File: src/rtl/dot_prod_pkg.sv
// Shared types and saturation limits for the dot-product engine.
package dot_prod_pkg;

  typedef enum logic [1:0] {
    IDLE = 2'd0,
    RUN  = 2'd1,
    DONE = 2'd2
  } state_e;

  localparam int LIM_W = 64;

  // Limits are returned in the low w bits of a wide word; callers size-cast to w.
  function automatic logic [LIM_W-1:0] sat_umax(input int w);
    return (64'd1 << w) - 64'd1;
  endfunction

  function automatic logic [LIM_W-1:0] sat_smax(input int w);
    return (64'd1 << (w - 1)) - 64'd1;
  endfunction

  function automatic logic [LIM_W-1:0] sat_smin(input int w);
    return 64'd1 << (w - 1);
  endfunction

endpackage

File: src/rtl/dot_prod_engine_if.sv
// Write/readback/handshake bundle between the front end and the dot-product engine.
interface dot_prod_engine_if #(
  parameter int N     = 4,
  parameter int DW    = 8,
  parameter int ACC_W = 16
);
  localparam int IDX_W = $clog2(N);

  logic             wr_en;
  logic             wr_sel;
  logic [IDX_W-1:0] wr_idx;
  logic [DW-1:0]    wr_data;
  logic             rd_sel;
  logic [IDX_W-1:0] rd_idx;
  logic [DW-1:0]    rd_data;
  logic             is_signed;
  logic             start;
  logic             ready;
  logic             busy;
  logic             done;
  logic             valid;
  logic [ACC_W-1:0] result;
  logic             overflow;

  modport master (
    output wr_en, wr_sel, wr_idx, wr_data, rd_sel, rd_idx, is_signed, start,
    input  rd_data, ready, busy, done, valid, result, overflow
  );

  modport slave (
    input  wr_en, wr_sel, wr_idx, wr_data, rd_sel, rd_idx, is_signed, start,
    output rd_data, ready, busy, done, valid, result, overflow
  );
endinterface

File: src/rtl/dot_prod_mac.sv
// Operand-registered multiply-accumulate with sticky overflow.
// Clamping arithmetic is enabled by DOT_PROD_SAT_EN; otherwise results wrap.
module dot_prod_mac
  import dot_prod_pkg::*;
#(
  parameter int DW    = 8,
  parameter int ACC_W = 16
) (
  input  logic             clk,
  input  logic             rst_n,
  input  logic             clear_i,
  input  logic             load_i,
  input  logic             signed_i,
  input  logic [DW-1:0]    a_i,
  input  logic [DW-1:0]    b_i,
  output logic [ACC_W-1:0] acc_o,
  output logic             ovf_o
);
  localparam int EXT_W = ACC_W + 1 - 2 * DW;

  logic [DW-1:0]    a_q, b_q;
  logic             vld_q, mode_q, fresh_q, ovf_q;
  logic [ACC_W-1:0] acc_q, acc_d;
  logic [2*DW-1:0]  uprod_s, sprod_s;
  logic [ACC_W-1:0] base_s;
  logic [ACC_W:0]   prod_x_s, base_x_s, sum_s;
  logic             ovf_step_s;

`ifdef DOT_PROD_SAT_EN
  localparam logic [ACC_W-1:0] UMAX = ACC_W'(sat_umax(ACC_W));
  localparam logic [ACC_W-1:0] SMAX = ACC_W'(sat_smax(ACC_W));
  localparam logic [ACC_W-1:0] SMIN = ACC_W'(sat_smin(ACC_W));
`endif

  // One-bit-wider sum: bit ACC_W is the unsigned carry, or the true sign in signed mode.
  always_comb begin
    uprod_s  = {{DW{1'b0}}, a_q} * {{DW{1'b0}}, b_q};
    sprod_s  = $signed({{DW{a_q[DW-1]}}, a_q}) * $signed({{DW{b_q[DW-1]}}, b_q});
    base_s   = fresh_q ? '0 : acc_q;
    prod_x_s = '0;
    base_x_s = '0;
    if (mode_q) begin
      prod_x_s = {{EXT_W{sprod_s[2*DW-1]}}, sprod_s};
      base_x_s = {base_s[ACC_W-1], base_s};
    end else begin
      prod_x_s = {{EXT_W{1'b0}}, uprod_s};
      base_x_s = {1'b0, base_s};
    end
    sum_s      = base_x_s + prod_x_s;
    ovf_step_s = mode_q ? (sum_s[ACC_W] ^ sum_s[ACC_W-1]) : sum_s[ACC_W];
`ifdef DOT_PROD_SAT_EN
    if (ovf_step_s) begin
      if (mode_q) begin
        acc_d = sum_s[ACC_W] ? SMIN : SMAX;
      end else begin
        acc_d = UMAX;
      end
    end else begin
      acc_d = sum_s[ACC_W-1:0];
    end
`else
    acc_d = sum_s[ACC_W-1:0];
`endif
  end

  // Clear only arms a fresh start so the visible accumulator changes solely on accumulate edges.
  always_ff @(posedge clk) begin
    if (!rst_n) begin
      a_q     <= '0;
      b_q     <= '0;
      vld_q   <= 1'b0;
      mode_q  <= 1'b0;
      fresh_q <= 1'b0;
      ovf_q   <= 1'b0;
      acc_q   <= '0;
    end else begin
      vld_q <= load_i;
      if (load_i) begin
        a_q <= a_i;
        b_q <= b_i;
      end
      if (clear_i) begin
        fresh_q <= 1'b1;
        ovf_q   <= 1'b0;
        mode_q  <= signed_i;
      end else if (vld_q) begin
        fresh_q <= 1'b0;
        acc_q   <= acc_d;
        ovf_q   <= ovf_q | ovf_step_s;
      end
    end
  end

  assign acc_o = acc_q;
  assign ovf_o = ovf_q;
endmodule

File: src/rtl/dot_prod_engine.sv
// Dot-product engine top: vector register file, written mask, FSM and fetch counter.
// Optional macro DOT_PROD_SAT_EN selects saturating accumulation inside dot_prod_mac.
module dot_prod_engine
  import dot_prod_pkg::*;
#(
  parameter int N     = 4,
  parameter int DW    = 8,
  parameter int ACC_W = 16
) (
  input  logic            clk,
  input  logic            rst_n,
  dot_prod_engine_if.slave bus
);
  localparam int IDX_W = $clog2(N);
  localparam int CNT_W = IDX_W + 1;
  localparam logic [CNT_W-1:0] N_C = CNT_W'(N);

  state_e           state_q, state_d;
  logic [DW-1:0]    mem_a_q [N];
  logic [DW-1:0]    mem_b_q [N];
  logic [N-1:0]     mask_a_q, mask_b_q;
  logic [CNT_W-1:0] cnt_q;
  logic             done_q;
  logic             ready_s, start_acc_s, fetch_s, finish_s, wr_ok_s;
  logic [DW-1:0]    rd_data_s;
  logic [ACC_W-1:0] acc_s;
  logic             ovf_s;

  assign ready_s = (&mask_a_q) && (&mask_b_q) && (state_q != RUN);
  assign wr_ok_s = bus.wr_en && (state_q != RUN) && !start_acc_s
                   && ({1'b0, bus.wr_idx} < N_C);

  // Next-state and pipeline control.
  always_comb begin
    state_d     = state_q;
    start_acc_s = 1'b0;
    fetch_s     = 1'b0;
    finish_s    = 1'b0;
    case (state_q)
      IDLE: begin
        if (bus.start && ready_s) begin
          start_acc_s = 1'b1;
          state_d     = RUN;
        end else begin
          state_d = IDLE;
        end
      end
      RUN: begin
        if (cnt_q < N_C) begin
          fetch_s = 1'b1;
        end else begin
          finish_s = 1'b1;
          state_d  = DONE;
        end
      end
      DONE: begin
        if (bus.start && ready_s) begin
          start_acc_s = 1'b1;
          state_d     = RUN;
        end else if (bus.wr_en) begin
          state_d = IDLE;
        end else begin
          state_d = DONE;
        end
      end
      default: state_d = IDLE;
    endcase
  end

  // State register.
  always_ff @(posedge clk) begin
    if (!rst_n) begin
      state_q <= IDLE;
    end else begin
      state_q <= state_d;
    end
  end

  // Vector register file and written mask.
  always_ff @(posedge clk) begin
    if (!rst_n) begin
      for (int i = 0; i < N; i++) begin
        mem_a_q[i] <= '0;
        mem_b_q[i] <= '0;
      end
      mask_a_q <= '0;
      mask_b_q <= '0;
    end else if (wr_ok_s) begin
      if (bus.wr_sel) begin
        mem_b_q[bus.wr_idx]  <= bus.wr_data;
        mask_b_q[bus.wr_idx] <= 1'b1;
      end else begin
        mem_a_q[bus.wr_idx]  <= bus.wr_data;
        mask_a_q[bus.wr_idx] <= 1'b1;
      end
    end
  end

  // Fetch counter and done pulse.
  always_ff @(posedge clk) begin
    if (!rst_n) begin
      cnt_q  <= '0;
      done_q <= 1'b0;
    end else begin
      done_q <= finish_s;
      if (start_acc_s) begin
        cnt_q <= '0;
      end else if (fetch_s) begin
        cnt_q <= cnt_q + CNT_W'(1);
      end
    end
  end

  // Readback returns zero for out-of-range indices.
  always_comb begin
    rd_data_s = '0;
    if ({1'b0, bus.rd_idx} < N_C) begin
      if (bus.rd_sel) begin
        rd_data_s = mem_b_q[bus.rd_idx];
      end else begin
        rd_data_s = mem_a_q[bus.rd_idx];
      end
    end else begin
      rd_data_s = '0;
    end
  end

  dot_prod_mac #(.DW(DW), .ACC_W(ACC_W)) u_mac (
    .clk      (clk),
    .rst_n    (rst_n),
    .clear_i  (start_acc_s),
    .load_i   (fetch_s),
    .signed_i (bus.is_signed),
    .a_i      (mem_a_q[cnt_q[IDX_W-1:0]]),
    .b_i      (mem_b_q[cnt_q[IDX_W-1:0]]),
    .acc_o    (acc_s),
    .ovf_o    (ovf_s)
  );

  assign bus.rd_data  = rd_data_s;
  assign bus.ready    = ready_s;
  assign bus.busy     = (state_q == RUN);
  assign bus.done     = done_q;
  assign bus.valid    = (state_q == DONE);
  assign bus.result   = acc_s;
  assign bus.overflow = ovf_s;
endmodule

File: src/flat_wrapper.sv
// flat-port wrapper written by rule: the top's interface ports become plain ports
module dot_prod_engine_flat import dot_prod_pkg::*;
#(
  parameter int N     = 4,
  parameter int DW    = 8,
  parameter int ACC_W = 16
)
  (clk, rst_n, bus_wr_en, bus_wr_sel, bus_wr_idx, bus_wr_data, bus_rd_sel, bus_rd_idx, bus_is_signed, bus_start, bus_rd_data, bus_ready, bus_busy, bus_done, bus_valid, bus_result, bus_overflow);
  dot_prod_engine_if #(.N(N), .DW(DW), .ACC_W(ACC_W)) bus_i ();
  input  logic clk;
  input  logic rst_n;
  input wire logic [$bits(bus_i.wr_en)-1:0] bus_wr_en;
  input wire logic [$bits(bus_i.wr_sel)-1:0] bus_wr_sel;
  input wire logic [$bits(bus_i.wr_idx)-1:0] bus_wr_idx;
  input wire logic [$bits(bus_i.wr_data)-1:0] bus_wr_data;
  input wire logic [$bits(bus_i.rd_sel)-1:0] bus_rd_sel;
  input wire logic [$bits(bus_i.rd_idx)-1:0] bus_rd_idx;
  input wire logic [$bits(bus_i.is_signed)-1:0] bus_is_signed;
  input wire logic [$bits(bus_i.start)-1:0] bus_start;
  output wire logic [$bits(bus_i.rd_data)-1:0] bus_rd_data;
  output wire logic [$bits(bus_i.ready)-1:0] bus_ready;
  output wire logic [$bits(bus_i.busy)-1:0] bus_busy;
  output wire logic [$bits(bus_i.done)-1:0] bus_done;
  output wire logic [$bits(bus_i.valid)-1:0] bus_valid;
  output wire logic [$bits(bus_i.result)-1:0] bus_result;
  output wire logic [$bits(bus_i.overflow)-1:0] bus_overflow;
  assign bus_i.wr_en = bus_wr_en;
  assign bus_i.wr_sel = bus_wr_sel;
  assign bus_i.wr_idx = bus_wr_idx;
  assign bus_i.wr_data = bus_wr_data;
  assign bus_i.rd_sel = bus_rd_sel;
  assign bus_i.rd_idx = bus_rd_idx;
  assign bus_i.is_signed = bus_is_signed;
  assign bus_i.start = bus_start;
  assign bus_rd_data = bus_i.rd_data;
  assign bus_ready = bus_i.ready;
  assign bus_busy = bus_i.busy;
  assign bus_done = bus_i.done;
  assign bus_valid = bus_i.valid;
  assign bus_result = bus_i.result;
  assign bus_overflow = bus_i.overflow;
  dot_prod_engine #(.N(N), .DW(DW), .ACC_W(ACC_W)) u_core (.clk(clk), .rst_n(rst_n), .bus(bus_i));
endmodule
File: config.mk
export PLATFORM = sky130hd
export DESIGN_NAME = dot_prod_engine_flat
export DESIGN_NICKNAME = d
export VERILOG_FILES = /design/src/rtl/dot_prod_pkg.sv /design/src/rtl/dot_prod_engine_if.sv /design/src/rtl/dot_prod_mac.sv /design/src/rtl/dot_prod_engine.sv /design/src/flat_wrapper.sv
export SDC_FILE = /design/constraint.sdc
export NUM_CORES = 1
export LEC_CHECK = 0
export ABC_CLOCK_PERIOD_IN_PS = 14900
export CAP_MARGIN = 10
export CORE_AREA = 2 2 154 156
export CTS_CLUSTER_DIAMETER = 200
export DETAILED_ROUTE_END_ITERATION = 8
export DIE_AREA = 0 0 156 158
export PLACE_DENSITY = 0.64
export SLEW_MARGIN = 20
export SYNTH_ARGS = -nofsm -noshare
export SYNTH_HDL_FRONTEND = slang
export SYNTH_SLANG_ARGS = --single-unit
File: constraint.sdc
create_clock -name clk -period 14.9 [get_ports clk]
set_input_delay 2.98 -clock clk [delete_from_list [all_inputs] [get_ports clk]]
set_output_delay 2.98 -clock clk [all_outputs]
set_load 0.1 [all_outputs]
[After elaboration in Yosys (flattened, before gate mapping)]
Memories as Yosys holds them, arrays and structs flattened. A register that Yosys moved wholly into a read port is not among the register bits.
Cells that the tools add are included.
Cells by class
  $add $sub $neg: 2
  $mul: 2
  magnitude comparators: 3
  equality and inequality tests: 4
  multiplexer cells: 34
  bitwise operators: 7
  reductions and logical operators: 21
Operators by type and width (number)
  $mux W17: 2
  $mul A8 B8 Y16: 2
  $mux W8: 3
  $mux W1: 21
  $add A17 B17 Y17: 1
  $mux W16: 1
  $reduce_or A8 Y1: 2
  $mux W2: 5
  $or A4 B4 Y4: 2
  $reduce_and A2 Y1: 4
  $reduce_and A4 Y1: 2
  $logic_and A1 B1 Y1: 6
  $pmux W2 S3: 1
  $reduce_or A2 Y1: 2
  $add A3 B1 Y3 const B: 1
  $logic_not A1 Y1: 3
  $lt A2 B3 Y1 const B: 1
  $lt A3 B3 Y1 const B: 1
  $not A1 Y1: 3
  $demux W1 S2: 1
  $eq A2 B1 Y1 const B: 1
  $eq A2 B2 Y1 const B: 1
  $ge A2 B1 Y1 const B: 1
  $logic_not A2 Y1: 1
  5 further kinds: 5
Word-level totals
  flip-flop bits (word level): 34
  bits in writable memories: 64
  output and inout bits: 29
  word-level logic and storage cells: 85
  memories: 2
Memories
  u_core.mem_a_q: depth 4, width 8, rd ports 2, clocked after Yosys merged registers in 1, wr ports 4, line dot_prod_engine.sv:19  | logic [DW-1:0] mem_a_q [N];
  u_core.mem_b_q: depth 4, width 8, rd ports 2, clocked after Yosys merged registers in 1, wr ports 4, line dot_prod_engine.sv:20  | logic [DW-1:0] mem_b_q [N];

[Depth between registers and ports, before layout]
Gate-level depths: netlist of the first run.
  depth after elaboration: 13
  gate-level depth with buffers: 28
  mapped depth without buffers: 27

[Hierarchy]
A second synthesis of the first run with hierarchy kept.
Unflattened totals
  cell total of the unflattened synthesis: 1031
  area total of the unflattened synthesis: 10540.1 um^2
Modules (own cells, without submodules)
  dot_prod_mac: times used 1, cells each 734, area an instance 6371.1 um^2, seq. area each 720.7 um^2
  dot_prod_engine: times used 1, cells each 297, area an instance 4169.0 um^2, seq. area each 2242.2 um^2

[Worst setup path after synthesis of the first run]
Ideal clock, no wire load.
  path kind: input to output
  start: input port bus_rd_idx[0]
  end: output port bus_rd_data[0]
  arrival time: 4.947 ns
  required time: 11.920 ns
  slack: 6.973 ns
  cell stages on the path: 4
  path buffers: 2
  path through: clkbuf_1 buf_1 mux4_2 mux2_2
Between the ends
  longest elaborated chain between the ends: 2
  elaborated cells on any way between the ends: 3
RTL lines
  start, declared: line flat_wrapper.sv:17  | input wire logic [$bits(bus_i.rd_idx)-1:0] bus_rd_idx;
  $mem_v2 Z4 W8 (on tied branches)
  $mux W8 *: line dot_prod_engine.sv:118  | if (bus.rd_sel) begin
  end, declared: line flat_wrapper.sv:20  | output wire logic [$bits(bus_i.rd_data)-1:0] bus_rd_data;
Mark *: on every way between the ends. The rest lies on a longest branch, timed or not.

[Worst setup path after layout of the first run]
  start: input port bus_rd_idx[1]
  end: output port bus_rd_data[0]
Same word-level chain as after synthesis.

==> impl_metrics.ini, run 1 <==
[cells_and_area]
drive_gt1_share_pct = 8.63
stdcell_count = 1379
final_net_count = 1256
synthToLayoutAreaGrowth_pct = 13.4
antenna_cells = 0

[synth]
ys_seq_area_share_pct = 28.8
netlist_top_cells_count = inv_1, and2_1, nand2_1
syn_area_um2 = 10200
synthArstFlopShare_pct = 0
synth_flop_cell = edfxtp_1
postSynthAreaPerCell_um2 = 9.82
synth_top_cell_area_share_pct = 18.9
synth_nets = 1214
yosysTopAreaCell = edfxtp_1
yosysMostFrequentCell = inv_1
synth_cells = 1034
synth_area_leaders = edfxtp_1, fa_1, dfxtp_1
synth-edff-count = 64
ys_ff_latch = 114
ys.warnings.count = 0
ys_types = 52

[floorplanning]
fp.dieW_um = 156
core_area_um2 = 23100
ios = 48
die_h_um = 158
start_util_pct = 44.1
dieArea_um2 = 24600
rows = 56

[clock_network]
cts.sinks = 114
ctsHoldBuffers = 0
cts.clk_slew.worst_paths_ns = 0.06
max-clock-path-buffers = 2
cts_root_buf = clkbuf_16
cts_resized = 0
htreeDepth = 4
numCtsBuffers = 17
post-cts-setup-buffers = 0
worst_skew_pair.late_latency_ns = 0.41
cts_tree = yes

[global_route]
grt_util_all_layers_pct = 20.1
antenna_found_initial = 0
grt.overflow.total = 0
grt_max_degree = 46
grt_pass1_wl_mm = 38.7
grt_pass1_vias = 7675

[timing]
setup_viol = 0
fmax_mhz = 116
finalCritPeriodShare_pct = 58.1
drv_slew = 0
slew_headroom_pct = 32.9
fin_setup_tns_ns = 0
skew_ns = 0.0134
final_hold_viol_count = 0
min_period_ns = 8.65
rsz0062_at_grt = no
tightest_slew_ns = 0.999

[route]
vias_per_cell = 5.21
drc = 0
vias = 7187
wl_per_cell_um = 16.6
drtPass1Iterations = 4
top_layer = met4
wl_met1_mm = 10.1
routed-wl-met3_um = 653
wl_met2_mm = 11.8
ant_nets = 0
first_iter_violations = 332
finalWirelength_mm = 22.9

[place]
finalWeightedCongestion = 0.837
place_inst = 1347
portBuffers = 47
dpl.hpwl_mm = 17.8

[critical_path]
critical_path_arrival_ns = 5.67
criticalPathCategory = in -> out
worst_ep_required_time_ns = 11.92
critPathCaptureType = output pin
startpoint_type = primary input
cp_max_fo = 16

[power_and_ir_drop]
power_density_nw_per_um2 = 70.3
p_leak_uw = 0.00507
p_comb_share_pct = 7.7
power.switching_uw = 199
power_uw = 810
clkPwrFrac_pct = 49.4
ir_worst_vdd_mv = 0.0763
switching_share_pct = 24.5
seq_power_share_pct = 42.9
p_int_uw = 611

[status]
status = finished clean

[flow_run]
maxCapViolCount = 0

[worst_hold_path]
hold_path_class = reg -> reg
[worst max-delay path, cell delays in order]
cell and delay (ns):
clkdlybuf4s50_1 1.01, mux4_2 0.42, mux2_2 0.29, clkdlybuf4s50_1 0.97
[sequential cells by signal, summed over array words and instances, names as in the netlist]
name and cells:
u_core.state_q 2, u_core.u_mac.a_q 8, u_core.u_mac.b_q 8, u_core.mask_b_q 4
u_core.mem_b_q 32, u_core.bus.done 1, u_core.mask_a_q 4, u_core.u_mac.mode_q 1
u_core.u_mac.vld_q 1, u_core.u_mac.ovf_o 1, u_core.u_mac.acc_o 16, u_core.cnt_q 3
u_core.mem_a_q 32, u_core.u_mac.fresh_q 1
[worst paths after layout]
| kind | slack, ns | from | end | depth (start not counted) |
|---|---|---|---|---|
| setup / recovery | 6.25 | bus_rd_idx[1] | bus_rd_data[0] | 4 |
| hold / removal | 0.46 | u_core.u_mac.acc_o[4]$_SDFFE_PN0P_ | u_core.u_mac.acc_o[4]$_SDFFE_PN0P_ | 2 |
| setup reg to reg | 7.78 | u_core.u_mac.a_q[1]$_SDFFE_PN0P_ | u_core.u_mac.ovf_o$_SDFFE_PP0P_ | 26 |
| hold reg to reg | 0.46 | u_core.u_mac.acc_o[4]$_SDFFE_PN0P_ | u_core.u_mac.acc_o[4]$_SDFFE_PN0P_ | 2 |
[cell type report]
| type | instances | area [µm²] |
|---|---|---|
| Tap cell | 290 | 363 |
| Inverter | 166 | 623 |
| Timing Repair Buffer | 55 | 526 |
| Fill cell | 2108 | 11500 |
| Multi-Input combinational cell | 722 | 6500 |
| Clock buffer | 17 | 425 |
| Clock inverter | 15 | 158 |
| Sequential cell | 114 | 2920 |
[kinds of logic after synthesis]
family                   synth area share [%]
AO/OA/AOI/OAI                            8.51
XOR/XNOR                                 3.39
adder cells (fa/ha/maj)                  26.2
buffers and inverters                    7.33
flip-flops                               28.8
multiplexers                             8.46
AND/OR/NAND/NOR                          17.4
[power groups by stage]
| stage | clock, µW | combinational (µW) | sequential [µW] |
|---|---|---|---|
| 6_report | 400 | 62.6 | 347 |
| 5_1_grt | 420 | 66.4 | 348 |
| 4_1_cts | 405 | 63.5 | 347 |
| 3_5_place_dp | 0 | 63.2 | 353 |
| 3_3_place_gp | 0 | 62.5 | 354 |
| 2_1_floorplan | 0 | 43.2 | 351 |
[stage by stage]
step	util, %	area, µm²	setup slack [ns]	hold WS, ns
finish	50.0	11500	6.25	0.461
global route	50.0	11500	6.19	0.481
CTS	49.9	11500	5.78	0.463
detailed placement	47.4	10900	5.79	0.454
global placement	47.4	10900	5.86	0.454
floorplan	-	10200	6.97	0.440
[layer usage]
layer  track usage (%)  vias to the layer above
met3              2.30                       27
li1                  -                     3506
met5                 0                        -
met1              26.2                     3531
met2              35.9                      123
met4              4.89                        0
[placed cells by master, fill, tap and decap left out, drive strengths merged, types with 9 or more instances in the layout]
master           n
and2           112
o21ai           27
inv            169
nand2          103
a211oi          11
clkdlybuf4s50   46
mux2            12
nand2b          13
nor3            13
a21o            11
nor2            45
clkbuf          17
a21oi           60
fa              86
ha              75
o21bai          10
xnor2           31
dfxtp           50
nor2b           26
edfxtp          64
mux4            32
buf              9
Note: power is estimated with default switching activity, not from simulation.
==> run 2, diff against run 1 <==
Settings changed: ABC_CLOCK_PERIOD_IN_PS 14900 to 7500, PLACE_DENSITY 0.64 to 0.66.
Clock period 14.9 ns to 7.5 ns, I/O delays scaled along.
==> run 2 against run 1 <==
Effect of this change: sequential cell count unchanged; largest cell class unchanged; clock skew increased by 0.0045 ns; register-to-register slack got worse by 7.2 ns; die area unchanged; via count decreased by 1.4%; combinational power increased by 100%; non-clock buffer count unchanged; sequential share of layout area about the same; clock power increased by 100%; sequential power increased by 98%.
==> impl_metrics.ini, run 2 (synthesis results as in run 1) <==
[timing]
rsz0062_at_grt = no
min_period_ns = 6.94
final_hold_viol_count = 0
finalCritPeriodShare_pct = 92.5
fmax_mhz = 144
skew_ns = 0.0178
tightest_slew_ns = 1.01
fin_setup_tns_ns = 0
setup_viol = 0
drv_slew = 0
slew_headroom_pct = 32.4

[cells_and_area]
stdcell_count = 1379
drive_gt1_share_pct = 8.54
final_net_count = 1256
n_fill_cell = 2101
layout_common_cells = inv_1, and2_1, nand2_1
seq_area_um2 = 2920
fin_util_pct = 50.0
antenna_cells = 0
multi_input_area_um2 = 6500
final_common_cell = inv_1
synthToLayoutAreaGrowth_pct = 13.4

[clock_network]
cts.sinks = 114
worst_skew_pair.late_latency_ns = 0.43
cts.clk_slew.worst_paths_ns = 0.07
numCtsBuffers = 17
cts_tree = yes
ctsHoldBuffers = 0
cts_resized = 0
htreeDepth = 4
cts_root_buf = clkbuf_16
max-clock-path-buffers = 2
post-cts-setup-buffers = 0

[floorplanning]
ios = 48
die_h_um = 158
dieArea_um2 = 24600
core_area_um2 = 23100
fp.dieW_um = 156
rows = 56
start_util_pct = 44.1

[power_and_ir_drop]
power_density_nw_per_um2 = 141
p_leak_uw = 0.00506
ir_worst_vdd_mv = 0.246

[route]
drtPass1Iterations = 6
finalWirelength_mm = 22.3
drc = 0
vias_per_cell = 5.14
vias = 7084
ant_nets = 0
first_iter_violations = 344
wl_per_cell_um = 16.2

[critical_path]
startpoint_type = flop
worst_ep_required_time_ns = 7.85
r2r_start = u_core.u_mac.a_q[1]$_SDFFE_PN0P_
max_stage_delay_ns = 0.54
critPathCaptureType = flop
reg2regPathDepth = 26
endpoint = u_core.u_mac.ovf_o$_SDFFE_PP0P_
cp_max_fo = 10
regToRegSetupSlack_ns = 0.56
rr_endpoint = u_core.u_mac.ovf_o$_SDFFE_PP0P_
critical_path_arrival_ns = 7.28
criticalPathCategory = reg -> reg
slowest_stage = fa_1
crit_path_start = u_core.u_mac.a_q[1]$_SDFFE_PN0P_

[global_route]
grt_max_degree = 46
grt_pass1_vias = 7469
antenna_found_initial = 0
grt_pass1_wl_mm = 37.3
grt_util_all_layers_pct = 19.7
grt.overflow.total = 0

[place]
dpl.hpwl_mm = 17.7
finalWeightedCongestion = 0.817
portBuffers = 47
place_inst = 1347

[status]
status = finished clean

[worst_hold_path]
hold_path_class = reg -> reg
min_from = u_core.u_mac.acc_o[4]$_SDFFE_PN0P_

[flow_run]
maxCapViolCount = 0
-- run 2: power breakdown --
group	leakage [µW]	total (µW)	switching [µW]	internal, µW
combinational	0.00371	125	79.9	45.5
sequential	0.00107	687	8.63	679
clock	0.000276	811	318	492
-- run 2: worst max-delay path, delay by kind of cell (launching register included) --
kind,cells,cell delay [ns]
compound gates,11,2.16
xor+xnor,2,0.38
fa+ha+maj,6,2.73
buf+inv,4,0.21
flops,1,0.48
mux,1,0.35
simple gates,2,0.53
-- run 2: routing by layer --
layer  routed length, µm  share of wire, %  GRT usage (%)  up-vias
met1                9740                44           24.4     3439
met5                   0                 0              0        -
met3                 637               2.9           3.56       33
met2               11500                51           35.3      114
li1                    -                 -              -     3498
met4                 465               2.1           5.64        0
-- run 2: worst min-delay path by stage --
stage | to | depth (start not counted)
detailed placement | u_core.u_mac.acc_o[4]$_SDFFE_PN0P_ | 2
global route | u_core.u_mac.acc_o[3]$_SDFFE_PN0P_ | 2
global placement | u_core.u_mac.acc_o[4]$_SDFFE_PN0P_ | 2
finish | u_core.u_mac.acc_o[4]$_SDFFE_PN0P_ | 2
floorplan | u_core.mask_a_q[3]$_SDFFE_PN0P_ | 2
CTS | u_core.u_mac.acc_o[4]$_SDFFE_PN0P_ | 2
-- run 2: through the flow --
step / setup WS (ns) / hold WS, ns / instance area, µm² / total power [µW]
floorplan: 1.05 / 0.440 / 10200 / 783
global placement: 0.746 / 0.453 / 10900 / 825
finish: 0.561 / 0.470 / 11500 / 1620
global route: 0.0234 / 0.483 / 11500 / 1670
CTS: 0.556 / 0.470 / 11500 / 1640
detailed placement: 0.602 / 0.460 / 10900 / 827
-- run 2: cell type report --
class                      instances  share of cell area, %
sequential                       114                   25.4
clock inverter                    14                   1.33
tap                              290                   3.15
multi-input combinational        722                   56.4
clock buffer                      18                   3.73
timing repair buffer              55                   4.61
inverter                         166                   5.41
